`config.mk`:
```
export PLATFORM = sky130hd
export DESIGN_NAME = oddr_tx
export DESIGN_NICKNAME = d
export VERILOG_FILES = /design/src/rtl/oddr_tx.sv
export SDC_FILE = /design/constraint.sdc
export NUM_CORES = 1
export LEC_CHECK = 0
export CAP_MARGIN = 20
export CORE_UTILIZATION = 57
export DETAILED_ROUTE_END_ITERATION = 8
export GPL_ROUTABILITY_DRIVEN = 0
export PLACE_DENSITY = 0.8
export SLEW_MARGIN = 15
export SYNTH_ARGS = -nofsm -noshare
export SYNTH_HDL_FRONTEND = slang
export SYNTH_SLANG_ARGS = --single-unit
```
`constraint.sdc`:
```
create_clock -name C -period 3.6 [get_ports C]
set_clock_uncertainty 0.1 [all_clocks]
set_input_delay 0.36 -clock C [delete_from_list [all_inputs] [get_ports C]]
set_output_delay 0.36 -clock C [all_outputs]
set_load 0.01 [all_outputs]
```
`src/rtl/oddr_tx.sv`:
```
// oddr_tx: source-synchronous DDR output transmitter.
//
// Parallel words enter through a valid/ready handshake into a DEPTH-entry FIFO.
// The shifter sends each word MSB-first on Q, two bits per clock. The first bit
// of a pair goes out while C is high and the second while C is low. Q_en marks
// every clock that carries word bits. Q_fs marks the first beat of each word.
//
// Optional feature: define ODDR_TX_PARITY_EN to append one parity beat to each
// word. The rise phase carries the even parity and the fall phase carries its
// complement.
//
// Ports:
//   C          clock; all state on posedge, fall-phase output register on negedge
//   R          asynchronous active-high reset
//   CE         clock enable; low holds all posedge state
//   din        parallel word
//   din_valid  din holds a word
//   din_ready  CE & ~fifo_full; transfer when din_valid & din_ready at posedge
//   Q          DDR data (rise_q while C=1, fall_q while C=0)
//   Q_en       high for every clock whose two Q phases carry word bits
//   Q_fs       high for the first beat of each word
//   busy       FIFO non-empty or shifter active
module oddr_tx #(
  parameter int unsigned WIDTH    = 8,    // even, >= 4
  parameter int unsigned DEPTH    = 4,    // power of two, >= 2
  parameter logic        IDLE_VAL = 1'b0
) (
  input  logic             C,
  input  logic             R,
  input  logic             CE,
  input  logic [WIDTH-1:0] din,
  input  logic             din_valid,
  output logic             din_ready,
  output logic             Q,
  output logic             Q_en,
  output logic             Q_fs,
  output logic             busy
);

  localparam int unsigned PtrW  = $clog2(DEPTH);
  localparam int unsigned CntW  = PtrW + 1;
  localparam int unsigned Beats = WIDTH / 2;
`ifdef ODDR_TX_PARITY_EN
  localparam int unsigned NumBeats = Beats + 1;
`else
  localparam int unsigned NumBeats = Beats;
`endif
  localparam int unsigned BeatW = $clog2(NumBeats);
  localparam logic [BeatW-1:0] EndBeat  = BeatW'(NumBeats - 1);
`ifdef ODDR_TX_PARITY_EN
  localparam logic [BeatW-1:0] LastData = BeatW'(Beats - 1);
`endif

  typedef enum logic {StIdle, StShift} state_e;

  // FIFO
  logic [WIDTH-1:0] mem_q [DEPTH];
  logic [PtrW-1:0]  wr_ptr_q, rd_ptr_q;
  logic [CntW-1:0]  count_q;
  logic             fifo_full, fifo_empty;
  logic             push, pop, load;
  logic [WIDTH-1:0] head;

  // Shifter and output registers
  state_e           state_q;
  logic [BeatW-1:0] beat_q;
  logic [WIDTH-1:0] s_q;
  logic             rise_q;
  logic             fall_pre_q;  // fall-phase bit chosen at posedge
  logic             fall_q;      // fall-phase bit launched at negedge
  logic             q_en_q, q_fs_q;
`ifdef ODDR_TX_PARITY_EN
  logic             par_q;
`endif

  assign fifo_full  = (count_q == CntW'(DEPTH));
  assign fifo_empty = (count_q == '0);
  assign din_ready  = CE & ~fifo_full;
  assign push       = din_valid & din_ready;
  assign head       = mem_q[rd_ptr_q];

  // Pop from idle, or on the last beat of a word so the next word follows without a gap.
  // Uses the pre-edge count, so a word written this edge cannot be popped until the next.
  assign load = ~fifo_empty & ((state_q == StIdle) | (beat_q == EndBeat));
  assign pop  = CE & load;

  always_ff @(posedge C) begin
    if (push) begin
      mem_q[wr_ptr_q] <= din;
    end
  end

  always_ff @(posedge C or posedge R) begin
    if (R) begin
      wr_ptr_q <= '0;
      rd_ptr_q <= '0;
      count_q  <= '0;
    end else begin
      if (push) wr_ptr_q <= wr_ptr_q + PtrW'(1);
      if (pop)  rd_ptr_q <= rd_ptr_q + PtrW'(1);
      if (push && !pop) begin
        count_q <= count_q + CntW'(1);
      end else if (!push && pop) begin
        count_q <= count_q - CntW'(1);
      end
    end
  end

  always_ff @(posedge C or posedge R) begin
    if (R) begin
      state_q    <= StIdle;
      beat_q     <= '0;
      s_q        <= '0;
      rise_q     <= IDLE_VAL;
      fall_pre_q <= IDLE_VAL;
      q_en_q     <= 1'b0;
      q_fs_q     <= 1'b0;
`ifdef ODDR_TX_PARITY_EN
      par_q      <= 1'b0;
`endif
    end else if (CE) begin
      if (load) begin
        // Beat 0 goes straight from the FIFO head; the shifter keeps the rest.
        state_q    <= StShift;
        beat_q     <= '0;
        s_q        <= head << 2;
        rise_q     <= head[WIDTH-1];
        fall_pre_q <= head[WIDTH-2];
        q_en_q     <= 1'b1;
        q_fs_q     <= 1'b1;
`ifdef ODDR_TX_PARITY_EN
        par_q      <= ^head;
`endif
      end else begin
        unique case (state_q)
          StIdle: begin
          end
          StShift: begin
            q_fs_q <= 1'b0;
            if (beat_q == EndBeat) begin
              state_q    <= StIdle;
              beat_q     <= '0;
              rise_q     <= IDLE_VAL;
              fall_pre_q <= IDLE_VAL;
              q_en_q     <= 1'b0;
            end
`ifdef ODDR_TX_PARITY_EN
            else if (beat_q == LastData) begin
              rise_q     <= par_q;
              fall_pre_q <= ~par_q;
              beat_q     <= beat_q + BeatW'(1);
            end
`endif
            else begin
              rise_q     <= s_q[WIDTH-1];
              fall_pre_q <= s_q[WIDTH-2];
              s_q        <= s_q << 2;
              beat_q     <= beat_q + BeatW'(1);
            end
          end
          default: begin
          end
        endcase
      end
    end
  end

  // Recapturing fall_pre_q every negedge makes a CE stall repeat the same pair.
  always_ff @(negedge C or posedge R) begin
    if (R) begin
      fall_q <= IDLE_VAL;
    end else begin
      fall_q <= fall_pre_q;
    end
  end

  assign Q    = C ? rise_q : fall_q;
  assign Q_en = q_en_q;
  assign Q_fs = q_fs_q;
  assign busy = (count_q != '0) | (state_q == StShift);

endmodule

```
# After elaboration in Yosys (flattened, before gate mapping)
# Memory sizes are Yosys's and may differ from the RTL's.
# Index checks and enable logic that the tools add are counted.
dict set report classes {
  addsub 5
  n_eq_ne 3
  muxes 25
  bitwise 9
  reduce_logical 12
}
# cell n
set op_table {}
lappend op_table {{$mux 8} 3}
lappend op_table {{$mux 1} 17}
lappend op_table {{$add 2x1->2 const B} 3}
lappend op_table {{$mux 2} 3}
lappend op_table {{$mux 3} 2}
lappend op_table {{$reduce_and 3->1} 2}
lappend op_table {{$reduce_bool 2->1} 3}
lappend op_table {{$and 1x1->1} 4}
lappend op_table {{$add 3x1->3 const B} 1}
lappend op_table {{$eq 3x3->1 const B} 1}
lappend op_table {{$logic_not 3->1} 1}
lappend op_table {{$not 1->1} 3}
lappend op_table {{$reduce_bool 3->1} 1}
lappend op_table {{$sub 3x1->3 const B} 1}
lappend op_table {{$eq 2x2->1 const B} 1}
lappend op_table {{$logic_and 1x1->1} 2}
lappend op_table {{$logic_not 1->1} 2}
lappend op_table {{$ne 2x2->1 const B} 1}
lappend op_table {{$or 1x1->1} 2}
lappend op_table {{$reduce_and 2->1} 1}
dict set report word_totals {
  regBits 23
  ram_bits 32
  in_bits 12
  output_inout_bits 5
  wordCells 66
  memories 1
}
# name depth width read_ports rd_clocked_by_memory_dff wr line_no
set mem_list {}
lappend mem_list {mem_q 4 8 1 0 1 57} ;# logic [WIDTH-1:0] mem_q [DEPTH];

# Longest topological paths before layout
# Gate-level depths: netlist of run 1.
dict set report logic_depth {
  ltp_word 8
  depth_mapped 10
}

==> results.txt, run 1 <==
post-synthesis sequential area ratio: 0.655
syn_area_per_cell: 15.6 µm²
Post-Syn Nets: 165
Setup CP Type: flip-flop to output port
commonest non-fill, non-tap cell in the layout: edfxtp_1
DR pass1 iterations: 4
Core Footprint: 3740 µm²
ANT cells: 0
std cell rows: 22
routed vias: 1270
Worst setup EP type: output port
commonest non-fill, non-tap cells in the layout: edfxtp_1, dfrtp_1, clkdlybuf4s50_1, inv_1, nand2_1
Async SR Flop Fraction: 0.396
Total Wirelength: 3810 µm
prevailing post-synth register cell: edfxtp_1
CTS tree: yes
largest net degree at the start of global routing: 21
Initial Utilization: 0.607
Area Overhead vs Synth: 17.2%
RSZ-0062 raised after global routing: false
total gr overflow: 0
crit-path cells: mux2_2, dlygate4sd2_1
synthesized area: 2270 µm²
Slew Viols, Final: 0
I/O Buffers: 16
cell area after layout: 2660 µm²
Max-slew headroom: 0.610
Final Setup Violations: 0
Critical Path Max Stage Delay: 0.33 ns
Hold Path Class: primary input to async pin
number of synthesized flops with an enable pin: 32
# DRC: 0
#FFs+latches synth: 53
critical path's slowest cell: dfrtn_1
final net count: 188
register area: 1490 µm²
post-route setup TNS: 0 ns
Synthesis Warnings: 0
CP startpoint kind: flip-flop
clk_lat worst skew: 0.41 ns
Hold Vio Cnt, Final: 0
Max-cap violations: 0
Iteration-0 DRC Markers: 89
critical path arrival: 3.08 ns
power per cell area: 776 nW/µm²
# fillers: 256
Hold-fix buffers, CTS: 0
Ports: 17
leakage: 1.01 nW
Least-Margin Pin Slew: 0.585 ns
Buf+Inv Stages, Crit Path: 1
area of the multi-input gates: 717 µm²
share of post-route cells with drive strength above 1: 0.165
peak fanout along the critical path: 1
CP required: 3.14 ns
total global-route track usage: 0.224
vias in the first global route: 1345
wire per inst: 17.5 µm
initial antenna violation count: 0
Distinct cells, synth: 33
post-DP HPWL: 2610 µm
first-pass GRT wire length: 6580 µm
Die Wd: 65.1 µm
average via count per standard cell: 5.83
status: finished clean
Syn Inst Count: 146
Die Span Y: 65.1 µm
clock-pin slew on the worst setup and hold paths: 0.09 ns
die area: 4240 µm²
worst IR drop on VDD: 0.406 mV
cell family with most CP delay: flip-flops
DP Area: 2480 µm²
remaining antenna violation count: 0
[sequential cells by signal, indices dropped and copies added (netlist names)]
signal / cells
Q_fs: 1
count_q: 3
fall_q: 1
Q_en: 1
fall_pre_q: 1
beat_q: 2
rd_ptr_q: 2
s_q: 6
mem_q: 32
rise_q: 1
state_q: 1
wr_ptr_q: 2
[synthesized netlist by cell type (3+ instances only)]
cell / instances / area [µm²]
nor2_1: 4 / 15.0
edfxtp_1: 32 / 961
inv_1: 12 / 45.0
ha_1: 6 / 75.1
nand2_1: 12 / 45.0
mux2_2: 3 / 33.8
xnor2_1: 4 / 35.0
mux4_2: 8 / 180
o21ai_0: 6 / 30.0
a221o_1: 4 / 40.0
o22ai_1: 4 / 25.0
and2_1: 4 / 25.0
dfrtp_1: 20 / 500
[worst min-delay path: stages]
cell	delay [ns]
clkdlybuf4s50_1	0.41
inv_1	0.08
buf_4	0.27
[power breakdown]
group	leakage, nW	internal (mW)	switching (mW)
clock	0.0995	0.373	0.217
combinational	0.362	0.276	0.234
sequential	0.545	0.795	0.169
[cell type report]
type | instances | share of cell area
clock inverter | 3 | 0.0259
timing repair buffer | 17 | 0.0621
multi-input combinational | 76 | 0.269
sequential | 53 | 0.559
inverter | 12 | 0.0169
clock buffer | 9 | 0.0447
tap | 48 | 0.0226
[logic make-up (layout without fill, tap and decap cells)]
group	count (synthesis)	count (layout)	share of synthesized area
XOR/XNOR	6	6	0.0231
buffers and inverters	17	41	0.0297
adder cells (fa/ha/maj)	7	7	0.0419
multiplexers	11	11	0.0942
AND/OR/NAND/NOR	28	28	0.0645
AO/OA/AOI/OAI	24	24	0.0920
flip-flops	53	53	0.655
[metrics by stage]
step                power, mW   util  cells  hold WS [ns]  setup WS [ns]
floorplan                1.34      -    146         0.237          0.761
global placement         1.49  0.663    207         0.370          0.326
detailed placement       1.53  0.663    207         0.369          0.317
CTS                      2.08  0.711    218         0.238         0.0506
global route             2.19  0.711    218         0.247         0.0229
finish                   2.06  0.711    218         0.227         0.0599
[final timing paths]
check	start	to	slack, ns	depth (start not counted)
worst min-delay path	R	s_q[6]$_DFFE_PP0P_	0.23	3
worst max register to register	beat_q[0]$_DFFE_PP0P_	count_q[1]$_DFFE_PP0P_	0.99	8
worst max-delay path	fall_q$_DFF_NP0_	Q	0.06	2
min in group C	Q_fs$_DFFE_PP0P_	Q_fs$_DFFE_PP0P_	0.39	2
max in group asynchronous	R	fall_q$_DFF_NP0_	1.59	2
worst min register to register	Q_fs$_DFFE_PP0P_	Q_fs$_DFFE_PP0P_	0.39	2
[metal layers]
| layer | global-route usage | up-vias | wire, µm |
|---|---|---|---|
| li1 | - | 589 | - |
| met1 | 0.274 | 651 | 1590 |
| met2 | 0.354 | 25 | 2030 |
| met3 | 0.0920 | 5 | 151 |
| met4 | 0.0897 | 0 | 31 |
| met5 | 0 | - | 0 |
[timing repair]
item                                   4_1_cts  5_1_grt
buffers inserted                             0        0
endpoints found under the hold margin        0        0
setup endpoints to repair                    1        0
gates resized for setup                      1        0
Power figures use the tool's default switching activity.
==> run 2: changes to the inputs <==
--- a/config.mk
+++ b/config.mk
@@ -6,10 +6,11 @@
 export NUM_CORES = 1
 export LEC_CHECK = 0
 export CAP_MARGIN = 20
-export CORE_UTILIZATION = 57
+export CORE_UTILIZATION = 45
 export DETAILED_ROUTE_END_ITERATION = 8
 export GPL_ROUTABILITY_DRIVEN = 0
-export PLACE_DENSITY = 0.8
+export HOLD_SLACK_MARGIN = 0.08
+export PLACE_DENSITY = 0.66
 export SLEW_MARGIN = 15
 export SYNTH_ARGS = -nofsm -noshare
 export SYNTH_HDL_FRONTEND = slang
==> run 2 against run 1 <==
Against the previous run: cell area hardly changed; first-iteration DRC count is 17% lower; die area is 26% higher; clock power is 12% lower; global-route usage is 5.2 points lower; sequential power hardly changed; sequential share of layout area is 0.052 points lower; largest cell class unchanged.
==> results.txt, run 2 (same netlist as run 1, synthesis figures left out) <==
critical path arrival: 3.07 ns
commonest non-fill, non-tap cells in the layout: edfxtp_1, dfrtp_1, clkdlybuf4s50_1, inv_1, nand2_1
Die Wd: 73.0 µm
total global-route track usage: 0.171
Critical Path Max Stage Delay: 0.33 ns
critical path's slowest cell: dfrtn_1
Slew Viols, Final: 0
grt peak-use layer: met2
Total Wirelength: 3780 µm
GRT met1 Usage: 0.187
largest net degree at the start of global routing: 21
Buf+Inv Stages, Crit Path: 1
Final WS setup: 0.0676 ns
Hold Vio Cnt, Final: 0
clk_lat worst skew: 0.40 ns
Max-cap violations: 0
Max-slew headroom: 0.588
# fillers: 393
Worst setup EP type: output port
Final Setup Violations: 0
Regs by FF count: mem_q (32), s_q (6), count_q (3)
die area: 5330 µm²
Core Footprint: 4790 µm²
Least-Margin Pin Slew: 0.617 ns
RSZ-0062 raised after global routing: false
final net count: 188
Area Overhead vs Synth: 17.3%
post-placement setup slack: 0.316 ns
I/O Buffers: 16
first-pass GRT wire length: 6230 µm
Layout Utilization: 0.557
cell family with most CP delay: flip-flops
DR pass1 iterations: 4
initial antenna violation count: 0
vias in the first global route: 1330
CP startpoint kind: flip-flop
grt met2 use: 0.270
Post-CTS Setup Bufs: 0
crit-path cells: mux2_2, dlygate4sd2_1
Initial Utilization: 0.475
Hold Path Class: primary input to async pin
total gr overflow: 0
ANT cells: 0
CP required: 3.14 ns
max reg flops: 32
power per cell area: 744 nW/µm²
wire per inst: 16.0 µm
Ports: 17
commonest non-fill, non-tap cell in the layout: edfxtp_1
Iteration-0 DRC Markers: 74
average via count per standard cell: 5.27
clock-pin slew on the worst setup and hold paths: 0.08 ns
std cell rows: 25
post-route setup TNS: 0 ns
routed vias: 1248
remaining antenna violation count: 0
Reg with most FFs: mem_q
CTS tree: yes
Hold-fix buffers, CTS: 0
leakage: 0.996 nW
Setup CP Type: flip-flop to output port
# DRC: 0
fin cells: 237
share of post-route cells with drive strength above 1: 0.159
post-CTS sizing: 1
worst IR drop on VDD: 0.306 mV
Die Span Y: 73.0 µm
hold_ws: 0.236 ns
peak fanout along the critical path: 1
grt met3 use: 0.0732
placed cell count: 226
post-DP HPWL: 2580 µm
status: finished clean
[run 2: cell count changes in the layout (fill, tap and decap cells not counted)]
cell,delta
bufinv_16,-1
inv_6,-1
clkbuf_1,+1
clkbuf_8,+1
[run 2: worst paths after layout]
kind	startpoint	end	slack, ns	cells after the start
min in group C	Q_fs$_DFFE_PP0P_	Q_fs$_DFFE_PP0P_	0.39	2
min	R	rise_q$_DFFE_PP0P_	0.24	3
min reg2reg	Q_fs$_DFFE_PP0P_	Q_fs$_DFFE_PP0P_	0.39	2
max in group asynchronous	R	fall_q$_DFF_NP0_	1.58	2
max reg2reg	beat_q[0]$_DFFE_PP0P_	count_q[1]$_DFFE_PP0P_	1.05	8
max	fall_q$_DFF_NP0_	Q	0.07	2
[run 2: area by class of cell]
| cell class | instances | area [µm²] | share of cell area |
|---|---|---|---|
| Inverter | 12 | 45.0 | 0.0169 |
| Multi-Input combinational cell | 76 | 717 | 0.269 |
| Timing Repair Buffer | 17 | 165 | 0.0620 |
| Clock buffer | 11 | 136 | 0.0512 |
| Tap cell | 67 | 83.8 | 0.0315 |
| Sequential cell | 53 | 1490 | 0.558 |
| Clock inverter | 1 | 30.0 | 0.0113 |
[run 2: stage by stage]
stage / power, mW / area [µm²]
after global routing: 2.10 / 2660
after global placement: 1.48 / 2510
final: 1.98 / 2660
after detailed placement: 1.53 / 2510
after floorplan: 1.34 / 2270
after CTS: 2.01 / 2660
[run 2: per-layer routing]
layer  part of all wire  wire length, µm
met1               0.40             1500
met2               0.51             1950
met3              0.050              189
met4              0.039              148
met5                  0                0
[run 2: power by group]
part / total, mW / internal, mW / switching, mW
Combinational: 0.497 / 0.274 / 0.223
Clock: 0.522 / 0.319 / 0.202
Sequential: 0.964 / 0.796 / 0.168
[run 2: worst register-to-register path: stages, from the launching register on]
cell and delay [ns]:
dfrtp_1 0.37, ha_1 0.19, and2b_1 0.28, nor3_4 0.34
inv_1 0.17, ha_1 0.23, inv_1 0.08, fa_1 0.41
mux2_2 0.28
